[src/rtl/ahb_read_if.sv]
// ahb_read_if
//   Bus bundle between the AHB master bridge and its read-data handler.
//   Signals:
//     state         6       one-hot master FSM state (driven by the master side)
//     HRDATA        DATA_W  AHB read data
//     HREADY        1       AHB transfer-done / wait-state indicator
//     ADDR          ADDR_W  current address-phase address
//     RESPONSE      DATA_W  captured read data (driven by the handler)
//     RESPONSE_ADDR RADDR_W response register slot for RESPONSE
//     REG_ENABLE    1       response register file enable
//     REG_WRITE     1       one-cycle write strobe into RESPONSE_ADDR
//   Modports:
//     master - drives the bus-side inputs, observes the register file outputs
//     slave  - the read handler's view
interface ahb_read_if #(
  parameter int DATA_W  = 32,
  parameter int ADDR_W  = 26,
  parameter int RADDR_W = 5
);
  logic [5:0]         state;
  logic [DATA_W-1:0]  HRDATA;
  logic               HREADY;
  logic [ADDR_W-1:0]  ADDR;
  logic [DATA_W-1:0]  RESPONSE;
  logic [RADDR_W-1:0] RESPONSE_ADDR;
  logic               REG_ENABLE;
  logic               REG_WRITE;

  modport master (
    output state, HRDATA, HREADY, ADDR,
    input  RESPONSE, RESPONSE_ADDR, REG_ENABLE, REG_WRITE
  );

  modport slave (
    input  state, HRDATA, HREADY, ADDR,
    output RESPONSE, RESPONSE_ADDR, REG_ENABLE, REG_WRITE
  );
endinterface

[src/rtl/ahb_read_handler.sv]
// ahb_read_handler
//   Read-data path of the AHB master bridge. Tracks read address phases issued
//   by the master FSM, samples HRDATA in the matching (pipelined) data phase and
//   writes each beat into the local response register file.
//   Ports:
//     HCLK     in  clock, rising edge
//     HRESETn  in  synchronous active-low reset
//     bus      ahb_read_if.slave (state, HRDATA, HREADY, ADDR in;
//              RESPONSE, RESPONSE_ADDR, REG_ENABLE, REG_WRITE out)
//   Configuration:
//     AHB_READ_BYTESWAP_EN - when defined, captured data is byte-reversed
//     before it reaches RESPONSE. Timing and control are unchanged.
module ahb_read_handler #(
  parameter int DATA_W  = 32,
  parameter int ADDR_W  = 26,
  parameter int RADDR_W = 5
) (
  input  logic         HCLK,
  input  logic         HRESETn,
  ahb_read_if.slave    bus
);

  localparam logic [5:0] ST_SBURSTR = 6'b000100;
  localparam logic [5:0] ST_INCRBR  = 6'b010000;

  // RD_IDLE: no read transaction open.
  // RD_DATA: a read address phase was accepted and its data phase is pending.
  // "active" and "pending" coincide: a transaction stays open exactly as long
  // as a data phase is outstanding.
  typedef enum logic {
    RD_IDLE = 1'b0,
    RD_DATA = 1'b1
  } rd_state_e;

  rd_state_e          st_q, st_next;
  logic [RADDR_W-1:0] ptr_q;
  logic [DATA_W-1:0]  response_q;
  logic [RADDR_W-1:0] response_addr_q;
  logic               reg_enable_q;
  logic               reg_write_q;

  logic               read_req;
  logic               accept;
  logic               capture;
  logic               latch_ptr;
  logic               reg_enable_next;
  logic [DATA_W-1:0]  capture_data;

  // Only the low RADDR_W address bits select a slot.
  logic unused_addr_bits;
  assign unused_addr_bits = ^bus.ADDR[ADDR_W-1:RADDR_W];

  // Exact compare: non-one-hot encodings never start a read.
  assign read_req = (bus.state == ST_SBURSTR) || (bus.state == ST_INCRBR);
  assign accept   = read_req && bus.HREADY;

  // NOTE: HRESETn is sampled only at the clock edge (synchronous reset), so it
  // is deliberately absent from the sensitivity list.
  always_ff @(posedge HCLK) begin
    if (!HRESETn) st_q <= RD_IDLE;
    else          st_q <= st_next;
  end

  // NOTE: every signal written here gets a default first so no path through
  // the case leaves it unassigned, which would infer a latch.
  always_comb begin
    st_next   = st_q;
    capture   = 1'b0;
    latch_ptr = 1'b0;
    unique case (st_q)
      RD_IDLE: begin
        if (accept) begin
          st_next   = RD_DATA;
          latch_ptr = 1'b1;
        end
      end
      RD_DATA: begin
        // HREADY low is a wait state: hold everything. Otherwise the beat is
        // captured, and an overlapping address phase keeps the burst open.
        if (bus.HREADY) begin
          capture = 1'b1;
          st_next = accept ? RD_DATA : RD_IDLE;
        end
      end
      default: st_next = RD_IDLE;
    endcase
  end

  // Enable stays up through the capture edge of the last beat so REG_WRITE is
  // never seen without REG_ENABLE; it falls one cycle later.
  assign reg_enable_next = (st_next == RD_DATA) || capture;

`ifdef AHB_READ_BYTESWAP_EN
  always_comb begin
    capture_data = '0;
    for (int b = 0; b < DATA_W / 8; b++) begin
      capture_data[8*b +: 8] = bus.HRDATA[DATA_W - 8*(b+1) +: 8];
    end
  end
`else
  assign capture_data = bus.HRDATA;
`endif

  // NOTE: sequential state uses non-blocking assignments so every register
  // here sees the pre-edge values of the others, matching the hardware.
  always_ff @(posedge HCLK) begin
    if (!HRESETn) begin
      ptr_q           <= '0;
      response_q      <= '0;
      response_addr_q <= '0;
      reg_enable_q    <= 1'b0;
      reg_write_q     <= 1'b0;
    end else begin
      reg_write_q  <= capture;
      reg_enable_q <= reg_enable_next;
      if (latch_ptr) begin
        ptr_q <= bus.ADDR[RADDR_W-1:0];
      end else if (capture) begin
        ptr_q <= ptr_q + 1'b1;  // wraps modulo the slot count
      end
      if (capture) begin
        response_q      <= capture_data;
        response_addr_q <= ptr_q;
      end
    end
  end

  assign bus.RESPONSE      = response_q;
  assign bus.RESPONSE_ADDR = response_addr_q;
  assign bus.REG_ENABLE    = reg_enable_q;
  assign bus.REG_WRITE     = reg_write_q;

endmodule

[src/flat_wrapper.sv]
// flat-port wrapper written by rule: the top's interface ports become plain ports
module ahb_read_handler_flat 
#(
  parameter int DATA_W  = 32,
  parameter int ADDR_W  = 26,
  parameter int RADDR_W = 5
)
  (HCLK, HRESETn, bus_state, bus_HRDATA, bus_HREADY, bus_ADDR, bus_RESPONSE, bus_RESPONSE_ADDR, bus_REG_ENABLE, bus_REG_WRITE);
  ahb_read_if #(.DATA_W(DATA_W), .ADDR_W(ADDR_W), .RADDR_W(RADDR_W)) bus_i ();
  input  logic HCLK;
  input  logic HRESETn;
  input wire logic [$bits(bus_i.state)-1:0] bus_state;
  input wire logic [$bits(bus_i.HRDATA)-1:0] bus_HRDATA;
  input wire logic [$bits(bus_i.HREADY)-1:0] bus_HREADY;
  input wire logic [$bits(bus_i.ADDR)-1:0] bus_ADDR;
  output wire logic [$bits(bus_i.RESPONSE)-1:0] bus_RESPONSE;
  output wire logic [$bits(bus_i.RESPONSE_ADDR)-1:0] bus_RESPONSE_ADDR;
  output wire logic [$bits(bus_i.REG_ENABLE)-1:0] bus_REG_ENABLE;
  output wire logic [$bits(bus_i.REG_WRITE)-1:0] bus_REG_WRITE;
  assign bus_i.state = bus_state;
  assign bus_i.HRDATA = bus_HRDATA;
  assign bus_i.HREADY = bus_HREADY;
  assign bus_i.ADDR = bus_ADDR;
  assign bus_RESPONSE = bus_i.RESPONSE;
  assign bus_RESPONSE_ADDR = bus_i.RESPONSE_ADDR;
  assign bus_REG_ENABLE = bus_i.REG_ENABLE;
  assign bus_REG_WRITE = bus_i.REG_WRITE;
  ahb_read_handler #(.DATA_W(DATA_W), .ADDR_W(ADDR_W), .RADDR_W(RADDR_W)) u_core (.HCLK(HCLK), .HRESETn(HRESETn), .bus(bus_i));
endmodule
[config.mk]
export PLATFORM = sky130hd
export DESIGN_NAME = ahb_read_handler_flat
export DESIGN_NICKNAME = d
export VERILOG_FILES = /design/src/rtl/ahb_read_if.sv /design/src/rtl/ahb_read_handler.sv /design/src/flat_wrapper.sv
export SDC_FILE = /design/constraint.sdc
export NUM_CORES = 1
export LEC_CHECK = 0
export CAP_MARGIN = 20
export CORE_ASPECT_RATIO = 1.75
export CORE_UTILIZATION = 40
export CTS_CLUSTER_DIAMETER = 100
export DETAILED_ROUTE_END_ITERATION = 6
export PLACE_DENSITY = 0.85
export SYNTH_ARGS = -nofsm -noshare
export SYNTH_HDL_FRONTEND = slang
export SYNTH_SLANG_ARGS = --single-unit
[constraint.sdc]
create_clock -name HCLK -period 2.9 [get_ports HCLK]
set_clock_uncertainty 0.2 [all_clocks]
set_input_delay 0.58 -clock HCLK [delete_from_list [all_inputs] [get_ports HCLK]]
set_output_delay 0.58 -clock HCLK [all_outputs]
set_load 0.02 [all_outputs]
Yosys cells after proc, flatten, opt, wreduce, memory -nomap -nowiden
Cells that the tools add are included.
{ "classes": {"n_addsub": 1, "muxes": 8, "reduce_logical": 4, "bitwise_logic": 1, "eq_ne": 2} }
{ "ops": {"columns": ["cell", "count"], "rows": [
  ["$mux W5", 2],
  ["$eq A6 B3 Y1 const B", 1],
  ["$eq A6 B5 Y1 const B", 1],
  ["$add A5 B1 Y5 const B", 1],
  ["$mux W1", 5],
  ["$logic_or A1 B1 Y1", 2],
  ["$pmux W1 S2", 1],
  ["$reduce_bool A2 Y1", 1],
  ["$logic_and A1 B1 Y1", 1],
  ["$not A1 Y1", 1]
]} }
{ "totals": {"out_inout_bits": 39, "wordCells": 22, "in_bits": 67, "register_bits": 45} }

Longest topological paths before layout
{ "logic_depth": {"depth_word": 7, "depth_mapped": 6, "mapped_depth_nobuf": 4} }

Least setup slack after synthesis
No wires, ideal clock.
{ "synth_timing": {"path_kind": "input to register", "start": "in bus_state[1]", "end": "reg u_core.ptr_q[1]", "path_slack_ns": 0.984, "path_stages": 4, "required_ns": 2.574, "n_path_buf": 1, "arrival_time_ns": 1.590, "setup_ns": 0.126, "path_cell_list": "or4b_1 > buf_2 > o311ai_2 > a31oi_1"} }
{ "synth_between": {"elab_chain_cells": 6, "elab_cells_between_ends": 8, "classes_between": "2 x eq/ne; 3 x mux; 3 x reduce/logical"} }
{ "synth_lines": {"columns": ["item", "line", "rtl"], "rows": [
  ["start: declaration", "flat_wrapper.sv:12", "input wire logic [$bits(bus_i.state)-1:0] bus_state;"],
  ["$eq A6 B3 Y1 / $eq A6 B5 Y1 (equally long branches)", "ahb_read_handler.sv:54", "assign read_req = (bus.state == ST_SBURSTR) || (bus.state == ST_INCRBR);"],
  ["$logic_or A1 B1 Y1 *", "ahb_read_handler.sv:54", null],
  ["$logic_and A1 B1 Y1 *", "ahb_read_handler.sv:55", "assign accept = read_req && bus.HREADY;"],
  ["$mux W1 *", "ahb_read_handler.sv:72", "if (accept) begin"],
  ["$mux W1 *", "ahb_read_handler.sv:70", "unique case (st_q)"],
  ["$mux W5 / $reduce_bool A2 Y1 (equally long branches)", null, null],
  ["end signal: assignment", "ahb_read_handler.sv:117", "ptr_q <= bus.ADDR[RADDR_W-1:0];"],
  ["end signal: assignment", "ahb_read_handler.sv:119", "ptr_q <= ptr_q + 1'b1;"],
  ["end: declaration", "ahb_read_handler.sv:36", "logic [RADDR_W-1:0] ptr_q;"]
]} }
Mark *: on every way between the ends. The rest lies on a longest branch, timed or not.
A chain may end at the register's enable or synchronous reset.

Final worst setup path
Same ends and word-level chain as after synthesis.

==> impl_metrics.csv <==
group,metric,value,unit
routing,first_pass_iters,4,
die,rows,31,
routing,vias,1750,
routing,via_per_inst,5.04,
cts,holdBufCountCts,0,
die,die_height,89.9,um
synthesis,syn_area,0.00177,mm^2
synthesis,avgSynthCellArea,8.26,um^2
cts,cts_setup_buffers,0,
outcome,outcome,"finished clean",
power_and_ir_drop,power_density,459,mW/mm^2
sta,hold_viol_final,0,
sta,relSlewSlack,0.653,
power_and_ir_drop,total_power,1.28,mW
synthesis,yosys_warnings,0,
sta,worst_slew_pin_slew,519,ps
setup_path,path_delay_family,"simple AND/OR/NAND/NOR gates",
routing,postRouteAntennaNets,0,
finish,antenna_cells,0,
setup_path,critical_path_arrival,2110,ps
routing,routed_wirelength,4.43,mm
cts,path_clk_slew,80,ps
place,gp_congestion,0.783,
finish,fin_cells,347,
place,place_hpwl,3.28,mm
cts,cts_resized,0,
die,core_area,0.00419,mm^2
sta,setup_viol,0,
place,numPortBuffers,84,
routing,wl_met3,212,um
setup_path,crit_slowest_cell,"or4b_1",
synthesis,synth_cell_types,31,
power_and_ir_drop,max-vdd-ir-drop,0.395,mV
sta,finalMaxSlewViolations,0,
grt,grt_max_degree,20,
grt,grt_pass1_wl,7.03,mm
worst_hold_path,min_path_type,"reg2reg",
grt,grt.overflow.total,0,
setup_path,worst_path_largest_cell_delay,670,ps
grt,grt_pass1_vias,1634,
cts,cts.sinks,45,
power_and_ir_drop,power_leakage,0.923,nW
cts,h-tree-depth,2,
cts,cts.path.max_buffers,2,
sta,fin_crit,2130,ps
sta,rsz0062_at_grt,"no",
finish,drive_gt1_frac,0.0738,
setup_path,cp-end-kind,"flop",
routing,wl_met1,1.61,mm
routing,drtIter0Drc,14,
cts,cts_tree,"built",
finish,nets,365,
sta,period_share,0.734,
cts,worstSkewPairLatency,290,ps
die,die_area,0.00470,mm^2
run,max-cap-violations,0,
routing,drcViolationCount,0,
cts,root_buffer,"clkbuf_8",
synthesis,ys_ff_latch,45,
synthesis,syn_inst,214,
sta,fmax,470,MHz
setup_path,critPathKind,"in2reg",
synthesis,yosysSeqAreaShare,0.510,
die,ios,106,
setup_path,cp-start-kind,"input port",
synthesis,syn_nets,282,
die,initial_core_util,0.422,
setup_path,critPathBufInv,1,
routing,wl_per_cell,12.8,um
sta,setup-tns-final,0,ps
setup_path,path_cells,"clkdlybuf4s50_1 > or4b_1 > o311ai_2 > a31oi_1",
finish,final_cell_mix,"clkdlybuf4s50_1 (84), nand2_1 (74), dfxtp_1 (45), a21oi_1 (37), buf_4 (7)",
place,pre_cts_slack,446,ps
place,dp.cells,339,
sta,fin_ws,771,ps
finish,final_common_cell,"clkdlybuf4s50_1",
routing,top_layer,"met4",
setup_path,cp_max_fo,6,
grt,track_usage,0.196,
setup_path,worstPathRequired,2880,ps
sta,hold_slack,256,ps
cts,cts_buffers,5,
grt,antenna_found_initial,0,
routing,dr_wl_met2,2.48,mm
die,dieWidth,52.2,um
finish,syn_to_final_growth,57.4,%
-- synth_stat cells --
library cell  instances  area share
buf_2                 6       0.017
nor4b_1               1      0.0050
mux2_2                2       0.013
nor4_1                1      0.0035
a21boi_0              3       0.013
o21ai_0               1      0.0028
nor3_2                1      0.0057
o31ai_1               3       0.013
nor2_1                2      0.0043
dfxtp_1              45        0.51
nand3b_1              2      0.0085
or4b_1                1      0.0057
nand4_1               4       0.014
buf_4                 1      0.0043
clkbuf_1              7       0.015
ha_1                  1      0.0071
buf_6                 1      0.0064
a21oi_1              37        0.10
o311ai_2              1      0.0092
o21a_1                2      0.0085
and2_1                1      0.0035
nand3_1               4       0.011
or2_2                 1      0.0035
nor4b_2               1      0.0085
xnor2_2               1      0.0092
nand2_1              74        0.16
nor2b_1               3       0.011
a311oi_1              1      0.0050
xor2_1                1      0.0050
a31oi_1               4       0.014
clkinv_1              1      0.0021
-- routing by layer --
metal | vias to the layer above | global-route usage
met2 | 58 | 0.358
met3 | 10 | 0.0321
met5 | - | 0
met4 | 0 | 0.107
met1 | 799 | 0.196
li1 | 883 | -
-- worst min-delay path, cell delays in order, from the launching register on --
cell and delay (ps):
dfxtp_1 310, nand2_1 50, a21oi_1 50
-- logic make-up (layout without fill, tap and decap cells) --
group | after synthesis | in the layout | share of synthesized area
AO/OA/AOI/OAI | 52 | 52 | 0.170
flip-flops | 45 | 45 | 0.510
buffers and inverters | 16 | 100 | 0.0446
AND/OR/NAND/NOR | 96 | 96 | 0.242
adder cells (fa/ha/maj) | 1 | 1 | 0.00708
multiplexers | 2 | 2 | 0.0127
XOR/XNOR | 2 | 2 | 0.0142
-- layout make-up --
class / instances / area [um^2]
fill: 353 / 1410
sequential: 45 / 901
timing repair buffer: 91 / 893
multi-input combinational: 153 / 787
clock buffer: 5 / 68.8
clock inverter: 3 / 65.1
tap: 49 / 61.3
inverter: 1 / 3.75
-- worst paths after layout --
| path | startpoint | end | slack (ps) | cells past startpoint |
|---|---|---|---|---|
| worst min register to register | u_core.bus.RESPONSE[1]$_SDFFE_PN0P_ | u_core.bus.RESPONSE[1]$_SDFFE_PN0P_ | 260 | 2 |
| worst max-delay path | bus_state[1] | u_core.ptr_q[1]$_SDFFE_PN0P_ | 770 | 4 |
| worst max register to register | u_core.st_q$_SDFF_PN0_ | u_core.bus.RESPONSE[23]$_SDFFE_PN0P_ | 1140 | 4 |
| worst min-delay path | u_core.bus.RESPONSE[1]$_SDFFE_PN0P_ | u_core.bus.RESPONSE[1]$_SDFFE_PN0P_ | 260 | 2 |
-- flip-flops by register name (all words and copies together) (netlist names) --
name	cells
u_core.bus.RESPONSE	32
u_core.bus.REG_WRITE	1
u_core.bus.REG_ENABLE	1
u_core.st_q	1
u_core.ptr_q	5
u_core.bus.RESPONSE_ADDR	5
-- power by group --
part	switching [mW]	internal, mW	total [mW]
Clock	0.209	0.342	0.551
Combinational	0.0371	0.0659	0.103
Sequential	0.00190	0.620	0.622
-- per-stage QoR --
step                       util  cell area, um^2
after floorplan               -             1770
after global placement    0.632             2650
after detailed placement  0.632             2650
after CTS                 0.664             2780
after global routing      0.664             2780
final                     0.664             2780
Note: power is estimated with default switching activity, not from simulation.
